### src/rtl/scan_chain_driver_pkg.sv
// Shared types and constants for the scan chain driver (package scan_pkg).
// Optional transaction counter is enabled with SCAN_CHAIN_DRIVER_TXN_COUNT_EN.
package scan_pkg;
    localparam int SLOT_W    = 8;
    localparam int TXN_CNT_W = 16;

    typedef enum logic [2:0] {
        ST_IDLE,
        ST_SHIFT_IN,
        ST_LATCH,
        ST_CAPTURE,
        ST_SHIFT_OUT,
        ST_RESP
    } state_t;
endpackage

### src/rtl/scan_chain_driver_if.sv
// Request/response handshake between the host side and the scan chain driver.
interface scan_chain_driver_if #(
    parameter int NUM_SLOTS = 4
);
    import scan_pkg::*;
    localparam int SW = (NUM_SLOTS > 1) ? $clog2(NUM_SLOTS) : 1;

    logic              req_valid;
    logic              req_ready;
    logic [SW-1:0]     req_slot;
    logic [SLOT_W-1:0] req_data;
    logic              rsp_valid;
    logic              rsp_ready;
    logic [SLOT_W-1:0] rsp_data;

    modport master (
        output req_valid, req_slot, req_data, rsp_ready,
        input  req_ready, rsp_valid, rsp_data
    );

    modport slave (
        input  req_valid, req_slot, req_data, rsp_ready,
        output req_ready, rsp_valid, rsp_data
    );
endinterface

### src/rtl/scan_chain_driver_scan_clk_gen.sv
// Divides clk into scan_clk (CLK_DIV clk cycles per half-period) with rise/fall strobes.
module scan_clk_gen #(
    parameter int CLK_DIV = 2
) (
    input  logic clk,
    input  logic rst_n,
    input  logic i_en,
    input  logic i_hold,
    output logic o_scan_clk,
    output logic o_rise,
    output logic o_fall
);
    localparam int CW = (CLK_DIV > 1) ? $clog2(CLK_DIV) : 1;

    logic [CW-1:0] r_cnt;
    logic          r_phase;
    logic          r_clk;
    logic          w_term;

    assign w_term     = i_en && (r_cnt == CW'(CLK_DIV - 1));
    assign o_rise     = w_term && !r_phase;
    assign o_fall     = w_term && r_phase;
    assign o_scan_clk = r_clk;

    // r_phase keeps period timing while i_hold forces the visible clock low
    always_ff @(posedge clk or negedge rst_n) begin
        if (!rst_n) begin
            r_cnt   <= '0;
            r_phase <= 1'b0;
            r_clk   <= 1'b0;
        end else if (!i_en) begin
            r_cnt   <= '0;
            r_phase <= 1'b0;
            r_clk   <= 1'b0;
        end else if (w_term) begin
            r_cnt   <= '0;
            r_phase <= ~r_phase;
            r_clk   <= ~r_phase & ~i_hold;
        end else begin
            r_cnt   <= r_cnt + 1'b1;
        end
    end
endmodule

### src/rtl/scan_chain_driver.sv
// Scan chain controller: shifts slot bytes in, latches, captures io_out, shifts back, responds.
// Define SCAN_CHAIN_DRIVER_TXN_COUNT_EN to add the 16-bit txn_count output.
module scan_chain_driver
    import scan_pkg::*;
#(
    parameter int NUM_SLOTS = 4,
    parameter int CLK_DIV   = 2
) (
    input  logic               clk,
    input  logic               rst_n,
    scan_chain_driver_if.slave bus,
    output logic               scan_clk,
    output logic               scan_data_out,
    output logic               scan_select,
    output logic               scan_latch_en,
    input  logic               scan_data_in
`ifdef SCAN_CHAIN_DRIVER_TXN_COUNT_EN
    ,
    output logic [TXN_CNT_W-1:0] txn_count
`endif
);
    localparam int T  = NUM_SLOTS * SLOT_W;
    localparam int SW = (NUM_SLOTS > 1) ? $clog2(NUM_SLOTS) : 1;
    localparam int BW = $clog2(T + 1);

    state_t            r_state, w_next;
    logic              r_first;
    logic [BW-1:0]     r_bit_cnt;
    logic [SW-1:0]     r_slot;
    logic              r_sdo;
    logic              r_rsp_valid;
    logic [SLOT_W-1:0] r_rsp_data;
    logic [SLOT_W-1:0] r_shadow [NUM_SLOTS];
    logic [T-1:0]      r_chain;
    logic [T-1:0]      w_stream;
    logic [SLOT_W-1:0] w_ret_byte;
    logic              w_accept, w_gen_en, w_hold, w_rise, w_fall;
    logic              w_last_bit, w_slot_ok, w_req_slot_ok;

    assign w_accept      = (r_state == ST_IDLE) && bus.req_valid;
    assign w_last_bit    = (r_bit_cnt == BW'(T - 1));
    assign w_slot_ok     = int'(r_slot) < NUM_SLOTS;
    assign w_req_slot_ok = int'(bus.req_slot) < NUM_SLOTS;
    assign w_hold        = (r_state == ST_LATCH);
    // First SHIFT_IN cycle loads the shadow image, so the divider starts one cycle later
    assign w_gen_en      = ((r_state == ST_SHIFT_IN) && !r_first) || (r_state == ST_LATCH) ||
                           (r_state == ST_CAPTURE) || (r_state == ST_SHIFT_OUT);

    assign bus.req_ready = (r_state == ST_IDLE);
    assign bus.rsp_valid = r_rsp_valid;
    assign bus.rsp_data  = r_rsp_data;
    assign scan_data_out = r_sdo;
    assign scan_select   = (r_state == ST_CAPTURE);
    assign scan_latch_en = (r_state == ST_LATCH);

    scan_clk_gen #(.CLK_DIV(CLK_DIV)) u_clk_gen (
        .clk        (clk),
        .rst_n      (rst_n),
        .i_en       (w_gen_en),
        .i_hold     (w_hold),
        .o_scan_clk (scan_clk),
        .o_rise     (w_rise),
        .o_fall     (w_fall)
    );

    always_comb begin
        w_stream = '0;
        for (int k = 0; k < NUM_SLOTS; k++) w_stream[k*SLOT_W +: SLOT_W] = r_shadow[k];
    end

    always_comb begin
        w_ret_byte = '0;
        if (w_slot_ok) w_ret_byte = r_chain[int'(r_slot)*SLOT_W +: SLOT_W];
    end

    always_comb begin
        w_next = r_state;
        case (r_state)
            ST_IDLE:      if (bus.req_valid)            w_next = ST_SHIFT_IN;
            ST_SHIFT_IN:  if (w_fall && w_last_bit)     w_next = ST_LATCH;
            ST_LATCH:     if (w_fall)                   w_next = ST_CAPTURE;
            ST_CAPTURE:   if (w_fall)                   w_next = ST_SHIFT_OUT;
            ST_SHIFT_OUT: if (w_fall && w_last_bit)     w_next = ST_RESP;
            ST_RESP:      if (r_rsp_valid && bus.rsp_ready) w_next = ST_IDLE;
            default:                                    w_next = ST_IDLE;
        endcase
    end

    always_ff @(posedge clk or negedge rst_n) begin
        if (!rst_n) begin
            r_state     <= ST_IDLE;
            r_first     <= 1'b0;
            r_bit_cnt   <= '0;
            r_slot      <= '0;
            r_sdo       <= 1'b0;
            r_rsp_valid <= 1'b0;
            r_rsp_data  <= '0;
            for (int k = 0; k < NUM_SLOTS; k++) r_shadow[k] <= '0;
        end else begin
            r_state <= w_next;
            r_first <= w_accept;
            if (w_accept) r_slot <= bus.req_slot;
            if (w_accept && w_req_slot_ok) r_shadow[bus.req_slot] <= bus.req_data;
            if (((r_state == ST_SHIFT_IN) || (r_state == ST_SHIFT_OUT)) && w_fall)
                r_bit_cnt <= w_last_bit ? '0 : r_bit_cnt + 1'b1;
            // Data only moves on the falling strobe so it is stable at the next rise
            if (r_first)
                r_sdo <= w_stream[T-1];
            else if ((r_state == ST_SHIFT_IN) && w_fall)
                r_sdo <= w_last_bit ? 1'b0 : r_chain[T-2];
            if (r_state == ST_RESP) begin
                if (!r_rsp_valid) begin
                    r_rsp_valid <= 1'b1;
                    r_rsp_data  <= w_ret_byte;
                end else if (bus.rsp_ready) begin
                    r_rsp_valid <= 1'b0;
                end
            end
        end
    end

    always_ff @(posedge clk) begin
        if (r_first)
            r_chain <= w_stream;
        else if ((r_state == ST_SHIFT_IN) && w_fall)
            r_chain <= {r_chain[T-2:0], 1'b0};
        else if ((r_state == ST_SHIFT_OUT) && w_rise)
            r_chain <= {r_chain[T-2:0], scan_data_in};
    end

`ifdef SCAN_CHAIN_DRIVER_TXN_COUNT_EN
    logic [TXN_CNT_W-1:0] r_txn_count;

    always_ff @(posedge clk or negedge rst_n) begin
        if (!rst_n)                             r_txn_count <= '0;
        else if (r_rsp_valid && bus.rsp_ready)  r_txn_count <= r_txn_count + 1'b1;
    end

    assign txn_count = r_txn_count;
`endif
endmodule

### src/flat_wrapper.sv
// flat-port wrapper written by rule: the top's interface ports become plain ports
module scan_chain_driver_flat import scan_pkg::*;
#(
    parameter int NUM_SLOTS = 4,
    parameter int CLK_DIV   = 2
)
  (clk, rst_n, scan_clk, scan_data_out, scan_select, scan_latch_en, scan_data_in, bus_req_valid, bus_req_slot, bus_req_data, bus_rsp_ready, bus_req_ready, bus_rsp_valid, bus_rsp_data);
  scan_chain_driver_if #(.NUM_SLOTS(NUM_SLOTS)) bus_i ();
  input  logic clk;
  input  logic rst_n;
  output logic scan_clk;
  output logic scan_data_out;
  output logic scan_select;
  output logic scan_latch_en;
  input  logic scan_data_in;
  input wire logic [$bits(bus_i.req_valid)-1:0] bus_req_valid;
  input wire logic [$bits(bus_i.req_slot)-1:0] bus_req_slot;
  input wire logic [$bits(bus_i.req_data)-1:0] bus_req_data;
  input wire logic [$bits(bus_i.rsp_ready)-1:0] bus_rsp_ready;
  output wire logic [$bits(bus_i.req_ready)-1:0] bus_req_ready;
  output wire logic [$bits(bus_i.rsp_valid)-1:0] bus_rsp_valid;
  output wire logic [$bits(bus_i.rsp_data)-1:0] bus_rsp_data;
  assign bus_i.req_valid = bus_req_valid;
  assign bus_i.req_slot = bus_req_slot;
  assign bus_i.req_data = bus_req_data;
  assign bus_i.rsp_ready = bus_rsp_ready;
  assign bus_req_ready = bus_i.req_ready;
  assign bus_rsp_valid = bus_i.rsp_valid;
  assign bus_rsp_data = bus_i.rsp_data;
  scan_chain_driver #(.NUM_SLOTS(NUM_SLOTS), .CLK_DIV(CLK_DIV)) u_core (.clk(clk), .rst_n(rst_n), .bus(bus_i), .scan_clk(scan_clk), .scan_data_out(scan_data_out), .scan_select(scan_select), .scan_latch_en(scan_latch_en), .scan_data_in(scan_data_in));
endmodule
### config.mk
export PLATFORM = sky130hd
export DESIGN_NAME = scan_chain_driver_flat
export DESIGN_NICKNAME = d
export VERILOG_FILES = /design/src/rtl/scan_chain_driver_pkg.sv /design/src/rtl/scan_chain_driver_if.sv /design/src/rtl/scan_chain_driver_scan_clk_gen.sv /design/src/rtl/scan_chain_driver.sv /design/src/flat_wrapper.sv
export SDC_FILE = /design/constraint.sdc
export NUM_CORES = 1
export LEC_CHECK = 0
export BUFFER_PORTS_ARGS = -buffer_cell sky130_fd_sc_hd__buf_4
export CORE_MARGIN = 10
export CORE_UTILIZATION = 27
export CTS_CLUSTER_SIZE = 40
export DETAILED_ROUTE_END_ITERATION = 7
export REMOVE_ABC_BUFFERS = 1
export SYNTH_ARGS = -nofsm -noshare
export SYNTH_HDL_FRONTEND = slang
export SYNTH_HIERARCHICAL = 1
export SYNTH_SLANG_ARGS = --single-unit
### constraint.sdc
create_clock -name clk -period 2.53 [get_ports clk]
set_input_delay 0.253 -clock clk [delete_from_list [all_inputs] [get_ports clk]]
set_output_delay 0.253 -clock clk [all_outputs]
set_load 0.1 [all_outputs]
==> results.sh, run 1 <==
export IMPL_outcome="complete, but fails checks"
export IMPL_violations="hold timing"
export IMPL_drc=0
export IMPL_nets=307
export IMPL_max_clock_freq_mhz=450.4
export IMPL_power_mw=4.251
export IMPL_clkSinkCount=89
export IMPL_fin_tns_setup_ns=0
export IMPL_drtAntennaViolNets=0
export IMPL_rsz0062_at_grt="no"
export IMPL_drv_cap=0
export IMPL_min_period_ns=2.220
export IMPL_clock_skew_ns=0.006072
export IMPL_area_growth_syn_to_layout_pct=21.17
export IMPL_synth_top_cell_by_area="dfrtp_1"
export IMPL_crit_type="reg2reg"
export IMPL_avgSynthCellArea_um2=15.60
export IMPL_io_buffer_count=28
export IMPL_p_int_mw=3.106
export IMPL_synth_edf_count=32
export IMPL_period_share_pct=87.77
export IMPL_first_pass_iters=4
export IMPL_drt_total_wl_um=8227
export IMPL_cts_resized=0
export IMPL_clk_pin_slew_ns=0.06
export IMPL_coreArea_mm2=0.01404
export IMPL_synth_fa_ha_area_share_pct=0.3208
export IMPL_powerDensity_mw_per_mm2=899.5
export IMPL_ys_ff_latch=89
export IMPL_max_slew_margin_rel_pct=49.75
export IMPL_yosysWarnings=6
export IMPL_clk_latency_ns=0.34
export IMPL_fillers=1373
export IMPL_root_buffer="clkbuf_16"
export IMPL_synth_top_family_by_area="multiplexers"
export IMPL_vdd_ir_drop_max_v=0.0003225
export IMPL_p_comb_share_pct=18.8
export IMPL_path_cells="o21ai_0, o31a_1, and3_1, nor2b_1, nand2_1, nor3_1, mux2_2"
export IMPL_wl_met2_um=4146
export IMPL_switching_share_pct=26.92
export IMPL_initial_utilization_pct=27.77
export IMPL_placed_area_mm2=0.004395
export IMPL_final_core_util_pct=33.65
export IMPL_seq_area_frac_synth_pct=61.21
export IMPL_r2r_cells=7
export IMPL_track_usage_pct=8.356
export IMPL_clock_path_buffers=2
export IMPL_top_layer="met4"
export IMPL_seq_power_share_pct=47.0
export IMPL_critPathMaxFanout=7
export IMPL_synth_top_area_share_pct=36.57
export IMPL_synthMuxAreaShare_pct=26.82
export IMPL_synth_xor_area_share_pct=0.8983
export IMPL_async_reset_ff_share_pct=64.04
export IMPL_hp_class="in2async"
export IMPL_drt_initial_drc_count=144
export IMPL_hold_viol=9
export IMPL_drt_met1_wl_um=3613
export IMPL_worstSetupEndpointType="flip-flop"
export IMPL_grt_ovfl_total=0
export IMPL_rows=43
export IMPL_cts_tree="built"
export IMPL_reg2reg_from="u_core/r_state[0]$_DFFE_PN0P_"
export IMPL_dieWidth_um=140.2
export IMPL_drive_above_1_share_pct=47.97
export IMPL_yosysUniqueCellTypes=36
export IMPL_synth_compound_area_share_pct=2.567
export IMPL_ys_flop_type="dfrtp_1"
export IMPL_postSynthCellCount=250
export IMPL_first_global_vias=2367
export IMPL_diodes=0
export IMPL_fin_area_mm2=0.004726
export IMPL_synth_simple_gate_area_share_pct=7.186
export IMPL_cp_data_required_time_ns=2.75
export IMPL_leakagePower_nw=1.972
export IMPL_critPathArrivalTime_ns=2.44
export IMPL_num_vias=2215
export IMPL_boundaryPins=29
export IMPL_hpwlAfterDp_um=5545
export IMPL_cts_setup_buffers=0
export IMPL_max_slew_worst_pin_slew_ns=0.7537
export IMPL_antenna_found_initial=0
export IMPL_met3WireLength_um=312
export IMPL_dieHeight_um=140.2
export IMPL_p_switching_mw=1.144
export IMPL_rr_endpoint="u_core/r_bit_cnt[5]$_DFFE_PN0P_"
export IMPL_critPathSlowestCell="dfrtp_1"
export IMPL_rrSetupSlack_ns=0.31
export IMPL_start_kind="flip-flop"
export IMPL_wl_per_cell_um=17.28
export IMPL_clockPowerShare_pct=34.2
export IMPL_setup_violations=0
export IMPL_synthTopCellsByArea="dfrtp_1 37%, edfxtp_1 25%, mux2_2 22%, mux4_2 4.6%, nand2_1 1.1%"
export IMPL_syn_area_mm2=0.003900
export IMPL_cts_max_level=3
export IMPL_cts_buffers=9
export IMPL_grt_max_degree=58
export IMPL_die_area_mm2=0.01965
export IMPL_slowest_delay_ns=0.38
export IMPL_hold_buffers=0
export IMPL_gp_congestion=0.7801
export IMPL_grt_pass1_wl_um=12970
export IMPL_final_cell_mix="76 x mux2_2, 57 x dfrtp_1, 38 x buf_4"
export IMPL_via_per_inst=4.653
export IMPL_hold_slack_ns=-0.005920
export IMPL_final_common_cell="mux2_2"
export IMPL_finalMaxSlewViolations=0
[worst max-delay path: cells and delay by family (launching register included)]
family	cells	cell delay, ns
and+or+nand+nor	4	1.01
AOI/OAI and AO/OA	2	0.36
muxes	1	0.35
DFF	1	0.38
[state kept, by name (all words and copies together) (netlist names)]
| register | flops |
|---|---|
| u_core/r_chain | 32 |
| u_core/r_shadow | 32 |
| u_core/bus.rsp_data | 8 |
| u_core/r_bit_cnt | 6 |
| u_core/r_state | 3 |
| u_core/r_slot | 2 |
| u_core/bus.rsp_valid | 1 |
| u_core/r_first | 1 |
| u_core/scan_data_out | 1 |
| u_core/u_clk_gen/o_scan_clk | 1 |
| u_core/u_clk_gen/r_cnt | 1 |
| u_core/u_clk_gen/r_phase | 1 |
[synth_stat cells (2+ instances only)]
cell type	instances
mux4_2	8
buf_1	2
and2_1	2
mux2_2	76
nand2_1	11
a22o_1	3
nand3b_1	3
edfxtp_1	32
clkbuf_1	6
nor3b_1	2
xor2_1	3
a21oi_1	3
nor2_1	5
dfrtp_1	57
nand3_1	8
nor2b_1	5
nor3_1	2
o21ai_0	4
[final cells by class]
class / instances / area [µm²] / area share (%)
flip-flops and latches: 89 / 2387 / 50.52
multi-input cells: 151 / 1474 / 31.19
repair buffers: 39 / 305.3 / 6.460
clock buffers: 11 / 254.0 / 5.375
well taps: 180 / 225.2 / 4.766
clock inverters: 5 / 76.32 / 1.615
inverters: 1 / 3.754 / 0.07943
[power by group through the flow]
stage / sequential (mW) / combinational, mW / clock [mW]
floorplan: 2.09 / 0.460 / 0
global route: 2.03 / 0.860 / 1.56
global placement: 2.02 / 0.786 / 0
detailed placement: 2.03 / 0.806 / 0
CTS: 2.00 / 0.810 / 1.50
finish: 2.00 / 0.797 / 1.46
[per-layer routing]
metal  global-route usage (%)  vias up
met5                        0        -
met4                    4.076        0
met3                    2.265       11
met2                    13.60       27
met1                    9.947     1162
li1                         -     1015
[cell families after synthesis]
kind of cell,after synthesis
xor gates and xnor gates,4
AOI/OAI and AO/OA,14
DFF,89
muxes,85
buffers and inverters,10
adders and majority gates,1
and+or+nand+nor,47
[metrics by stage]
stage / cells / hold slack [ns] / setup WS (ns)
after floorplan: 241 / -0.04259 / -0.7227
after global placement: 460 / 0.3741 / 0.3668
after detailed placement: 460 / 0.3846 / 0.3417
after CTS: 476 / 0.01745 / 0.3202
after global routing: 476 / 0.05983 / 0.1440
final: 476 / -0.005920 / 0.3095
[worst max path at each step]
| stage | from | endpoint | slack (ns) |
|---|---|---|---|
| 2_1_floorplan | u_core/r_state[1]$_DFFE_PN0P_ | u_core/u_clk_gen/o_scan_clk$_DFFE_PN0P_ | -0.72 |
| 3_3_place_gp | u_core/r_state[0]$_DFFE_PN0P_ | u_core/r_bit_cnt[5]$_DFFE_PN0P_ | 0.37 |
| 3_5_place_dp | u_core/r_state[0]$_DFFE_PN0P_ | u_core/r_bit_cnt[5]$_DFFE_PN0P_ | 0.34 |
| 4_1_cts | u_core/r_state[0]$_DFFE_PN0P_ | u_core/r_bit_cnt[5]$_DFFE_PN0P_ | 0.32 |
| 5_1_grt | u_core/r_state[1]$_DFFE_PN0P_ | u_core/r_bit_cnt[5]$_DFFE_PN0P_ | 0.14 |
| 6_report | u_core/r_state[0]$_DFFE_PN0P_ | u_core/r_bit_cnt[5]$_DFFE_PN0P_ | 0.31 |
(Power assumes the default switching activity.)
==> run 2, diff against run 1 <==
- BUFFER_PORTS_ARGS: -buffer_cell sky130_fd_sc_hd__buf_4 -> -buffer_cell sky130_fd_sc_hd__buf_2
==> run 2 against run 1 <==
Compared with the run above: the run now ends clean; non-clock buffer count grew 2; fmax shrank 3.1%; clock skew grew 0.0015 ns; worst setup slack lost 0.072 ns; die area is the same; sequential power is essentially flat; combinational power shrank 2.6%; via count shrank 3.2%; global-route usage grew 0.11 points; register-to-register slack lost 0.07 ns; worst hold slack gained 0.20 ns; count of clock-buffer cells in the layout is the same; highest routed layer unchanged.
==> results.sh, run 2 (synthesized netlist as in run 1, its figures left out) <==
export IMPL_diodes=0
export IMPL_power_mw=4.058
export IMPL_final_cell_mix="76 x mux2_2, 57 x dfrtp_1, 32 x edfxtp_1"
export IMPL_max_slew_worst_pin_slew_ns=0.6308
export IMPL_wl_per_cell_um=17.17
export IMPL_leakagePower_nw=1.954
export IMPL_clockPowerShare_pct=31.6
export IMPL_rrSetupSlack_ns=0.24
export IMPL_coreArea_mm2=0.01404
export IMPL_dp_cells=461
export IMPL_cts_setup_buffers=0
export IMPL_max_slew_margin_rel_pct=57.95
export IMPL_crit_type="reg2reg"
export IMPL_drv_cap=0
export IMPL_p_switching_mw=1.126
export IMPL_vdd_ir_drop_max_v=0.0003401
export IMPL_grt_max_degree=35
export IMPL_antenna_found_initial=0
export IMPL_drtAntennaViolNets=0
export IMPL_critPathMaxFanout=12
export IMPL_reg2reg_from="u_core/r_state[2]$_DFFE_PN0P_"
export IMPL_p_int_mw=2.932
export IMPL_switching_share_pct=27.75
export IMPL_gp_congestion=0.7710
export IMPL_start_kind="flip-flop"
export IMPL_drc=0
export IMPL_die_area_mm2=0.01965
export IMPL_cts_tree="built"
export IMPL_cp_data_required_time_ns=2.75
export IMPL_first_global_vias=2291
export IMPL_cts_buffers=9
export IMPL_num_vias=2145
export IMPL_final_common_cell="mux2_2"
export IMPL_hpwlAfterDp_um=5615
export IMPL_drt_initial_drc_count=156
export IMPL_clk_latency_ns=0.34
export IMPL_finalMaxSlewViolations=0
export IMPL_hp_class="in2reg"
export IMPL_critical_path_startpoint="u_core/r_state[2]$_DFFE_PN0P_"
export IMPL_powerDensity_mw_per_mm2=874.7
export IMPL_grt_ovfl_total=0
export IMPL_root_buffer="clkbuf_16"
export IMPL_first_pass_iters=4
export IMPL_place_ws_ns=0.1864
export IMPL_p_comb_share_pct=19.1
export IMPL_clkSinkCount=89
export IMPL_clk_pin_slew_ns=0.07
export IMPL_hold_viol=0
export IMPL_clock_path_buffers=2
export IMPL_seq_power_share_pct=49.2
export IMPL_r2r_cells=7
export IMPL_setup_violations=0
export IMPL_boundaryPins=29
export IMPL_final_cells=478
export IMPL_area_growth_syn_to_layout_pct=18.96
export IMPL_drt_total_wl_um=8205
export IMPL_io_buffer_count=28
export IMPL_rows=43
export IMPL_initial_utilization_pct=27.77
export IMPL_track_usage_pct=8.462
export IMPL_dieWidth_um=140.2
export IMPL_hold_slack_ns=0.1950
export IMPL_critPathArrivalTime_ns=2.52
export IMPL_outcome="complete, no violations"
export IMPL_setup_slack_ns=0.2378
export IMPL_grt_pass1_wl_um=12850
export IMPL_min_period_ns=2.292
export IMPL_drive_above_1_share_pct=47.99
export IMPL_period_share_pct=90.60
export IMPL_via_per_inst=4.487
export IMPL_clock_skew_ns=0.007540
export IMPL_rr_endpoint="u_core/r_bit_cnt[5]$_DFFE_PN0P_"
export IMPL_max_clock_freq_mhz=436.3
export IMPL_nets=309
export IMPL_rsz0062_at_grt="no"
export IMPL_worstSetupEndpointType="flip-flop"
export IMPL_crit_end="u_core/r_bit_cnt[5]$_DFFE_PN0P_"
export IMPL_cts_max_level=3
export IMPL_dieHeight_um=140.2
run 2: cell count changes in the layout (fill, tap and decap cells not counted):
cell | previous run | this run
clkbuf_1 | 1 | 2
clkbuf_16 | 10 | 9
buf_4 | 38 | 10
nor2b_1 | 5 | 4
bufinv_16 | 2 | 1
clkinvlp_4 | 1 | 0
buf_2 | 0 | 28
clkinv_2 | 1 | 3
buf_12 | 1 | 2
dlygate4sd3_1 | 0 | 1
nor2b_2 | 0 | 1
run 2: timing repair:
item / 4_1_cts / 5_1_grt
endpoints found under the setup margin: 0 / 1
gates resized for setup: 0 / 1
hold buffers: 1 / 0
hold endpoints to repair: 24 / 0
run 2: per-stage QoR:
stage          TNS (ns)  util, %  area (µm²)
2_1_floorplan    -17.04        -        3865
3_3_place_gp          0    30.95        4345
3_5_place_dp          0    30.95        4345
4_1_cts               0    33.02        4637
5_1_grt               0    33.04        4639
6_report              0    33.04        4639
run 2: power groups by stage:
stage	clock (mW)	combinational, mW	sequential (mW)
2_1_floorplan	0	0.460	2.09
3_3_place_gp	0	0.771	2.02
3_5_place_dp	0	0.785	2.03
4_1_cts	1.32	0.789	2.00
5_1_grt	1.39	0.845	2.03
6_report	1.28	0.776	2.00
run 2: how the worst min path moves through the flow:
stage | start | endpoint | slack [ns] | cells after the start
finish | bus_req_data[5] | u_core/r_shadow[5]$_DFFE_PN0P_ | 0.19 | 2
detailed placement | rst_n | u_core/r_shadow[25]$_DFFE_PN0P_ | 0.32 | 1
global route | bus_req_data[5] | u_core/r_shadow[21]$_DFFE_PN0P_ | 0.19 | 2
floorplan | rst_n | u_core/bus.rsp_data[0]$_DFFE_PN0P_ | -0.04 | 0
global placement | rst_n | u_core/r_shadow[25]$_DFFE_PN0P_ | 0.32 | 1
CTS | bus_req_data[5] | u_core/r_shadow[5]$_DFFE_PN0P_ | 0.18 | 2
run 2: final cells by class:
type | instances | area (µm²)
Multi-Input combinational cell | 151 | 1476
Clock buffer | 11 | 232.7
Sequential cell | 89 | 2387
Tap cell | 180 | 225.2
Timing Repair Buffer | 41 | 265.3
Clock inverter | 5 | 48.80
Fill cell | 1350 | 9403
Inverter | 1 | 3.754
run 2: metal layers:
metal / global-route usage, % / part of all wire (%) / vias to the layer above
li1: - / - / 1017
met1: 9.988 / 45 / 1076
met2: 13.60 / 49 / 42
met3: 2.907 / 4.4 / 10
met4: 3.750 / 1.8 / 0
met5: 0 / 0 / -
run 2: worst max-delay path: stages, from the launching register on:
cell	delay, ns
dfrtp_1	0.52
o21ai_0	0.17
o31a_1	0.23
and3_1	0.27
nor2b_2	0.24
nand2_1	0.17
nor3_1	0.23
mux2_2	0.35
==> run 3, diff against run 2 <==
- clock period: 2.53 -> 2.71 ns (I/O delays scaled with it)
==> run 3 against run 2 <==
Compared with the run above: the run now ends with hold timing left; worst setup slack improved by 0.062 ns; sequential power fell by 7%; die area stayed put; design area down 0.59%; critical path type unchanged; largest cell class unchanged; highest routed layer unchanged.
==> results.sh, run 3 (synthesized netlist as in run 1, its figures left out) <==
export IMPL_rows=43
export IMPL_max_slew_worst_pin_slew_ns=0.7456
export IMPL_final_common_cell="mux2_2"
export IMPL_cts_buffers=9
export IMPL_num_vias=2162
export IMPL_wl_met2_um=3779
export IMPL_clkSinkCount=89
export IMPL_crit_type="reg2reg"
export IMPL_finalMaxSlewViolations=0
export IMPL_root_buffer="clkbuf_16"
export IMPL_hold_viol=2
export IMPL_drtAntennaViolNets=0
export IMPL_boundaryPins=29
export IMPL_place_ws_ns=0.3384
export IMPL_critPathArrivalTime_ns=2.64
export IMPL_p_switching_mw=1.066
export IMPL_area_growth_syn_to_layout_pct=18.25
export IMPL_final_cells=473
export IMPL_final_cell_mix="76 x mux2_2, 57 x dfrtp_1, 32 x edfxtp_1"
export IMPL_drc=0
export IMPL_initial_utilization_pct=27.77
export IMPL_top_layer="met4"
export IMPL_fin_area_mm2=0.004612
export IMPL_wl_per_cell_um=16.47
export IMPL_gp_congestion=0.7436
export IMPL_fillers=1346
export IMPL_max_clock_freq_mhz=414.9
export IMPL_cts_tree="built"
export IMPL_p_comb_share_pct=18.7
export IMPL_rsz0062_at_grt="no"
export IMPL_dp_cells=457
export IMPL_cts_resized=0
export IMPL_track_usage_pct=8.102
export IMPL_start_kind="flip-flop"
export IMPL_critPathMaxFanout=11
export IMPL_drt_met1_wl_um=3461
export IMPL_coreArea_mm2=0.01404
export IMPL_antenna_found_initial=0
export IMPL_outcome="complete, but fails checks"
export IMPL_drt_initial_drc_count=126
export IMPL_met3WireLength_um=389
export IMPL_period_share_pct=88.93
export IMPL_grt_max_degree=35
export IMPL_setup_slack_ns=0.3000
export IMPL_vdd_ir_drop_max_v=0.0003934
export IMPL_switching_share_pct=27.97
export IMPL_worstSetupEndpointType="flip-flop"
export IMPL_cp_data_required_time_ns=2.94
export IMPL_first_global_vias=2270
export IMPL_setup_violations=0
export IMPL_via_per_inst=4.571
export IMPL_drv_cap=0
export IMPL_die_area_mm2=0.01965
export IMPL_min_period_ns=2.410
export IMPL_clock_path_buffers=2
export IMPL_hpwlAfterDp_um=5336
export IMPL_drive_above_1_share_pct=47.78
export IMPL_hold_buffers=0
export IMPL_placed_area_mm2=0.004315
export IMPL_cts_max_level=3
export IMPL_clk_latency_ns=0.34
export IMPL_io_buffer_count=28
export IMPL_leakagePower_nw=1.929
export IMPL_dieWidth_um=140.2
export IMPL_clockPowerShare_pct=32.3
export IMPL_power_mw=3.810
export IMPL_grt_ovfl_total=0
export IMPL_diodes=0
export IMPL_hold_slack_ns=-0.002906
export IMPL_r2r_cells=7
export IMPL_clock_skew_ns=0.006429
export IMPL_seq_power_share_pct=49.0
export IMPL_max_slew_margin_rel_pct=50.29
export IMPL_grt_pass1_wl_um=12550
export IMPL_clk_pin_slew_ns=0.06
export IMPL_dieHeight_um=140.2
export IMPL_hp_class="in2async"
export IMPL_first_pass_iters=4
export IMPL_nets=304
export IMPL_violations="hold timing"
export IMPL_powerDensity_mw_per_mm2=826.1
export IMPL_p_int_mw=2.744
export IMPL_drt_total_wl_um=7788
export IMPL_cts_setup_buffers=0
-- run 3: metrics by stage --
step	TNS [ns]	utilization (%)	hold WS, ns
final	0	32.84	-0.002906
after global routing	0	32.84	0.04640
after CTS	0	32.84	0.01671
after detailed placement	0	30.73	0.3787
after global placement	0	30.73	0.3753
after floorplan	-10.77	-	-0.02459
-- run 3: metal layers --
layer | vias to the layer above | track usage, %
li1 | 1015 | -
met5 | - | 0
met4 | 0 | 3.913
met2 | 56 | 12.83
met1 | 1079 | 9.808
met3 | 12 | 2.434
-- run 3: final timing paths --
kind | from | endpoint | slack [ns]
worst max-delay path | u_core/r_state[1]$_DFFE_PN0P_ | u_core/r_bit_cnt[5]$_DFFE_PN0P_ | 0.30
worst min-delay path | rst_n | u_core/r_shadow[25]$_DFFE_PN0P_ | -0.003
worst max register to register | u_core/r_state[1]$_DFFE_PN0P_ | u_core/r_bit_cnt[5]$_DFFE_PN0P_ | 0.30
worst min register to register | u_core/u_clk_gen/o_scan_clk$_DFFE_PN0P_ | u_core/u_clk_gen/o_scan_clk$_DFFE_PN0P_ | 0.50
max in group asynchronous | rst_n | u_core/u_clk_gen/r_phase$_DFFE_PN0P_ | 2.10
min in group clk | bus_req_data[3] | u_core/r_shadow[3]$_DFFE_PN0P_ | 0.21
-- run 3: worst max-delay path: stages, from the launching register on --
cell     delay [ns]
dfrtp_1        0.51
o21ai_0        0.20
o31a_1         0.20
and3_1         0.28
nor2b_1        0.30
nand2_1        0.20
nor3_1         0.25
mux2_2         0.35
-- run 3: area by class of cell --
class | instances | area, µm² | share of cell area, %
flip-flops and latches | 89 | 2387 | 51.76
multi-input cells | 151 | 1474 | 31.96
clock buffers | 10 | 229.0 | 4.965
repair buffers | 36 | 225.2 | 4.883
well taps | 180 | 225.2 | 4.883
clock inverters | 6 | 67.56 | 1.465
inverters | 1 | 3.754 | 0.08139
-- run 3: power by group through the flow --
stage	Clock [mW]	Combinational (mW)	Sequential [mW]
after floorplan	0	0.429	1.95
after global placement	0	0.713	1.89
after detailed placement	0	0.723	1.89
after CTS	1.27	0.725	1.87
after global routing	1.33	0.779	1.90
final	1.23	0.714	1.87
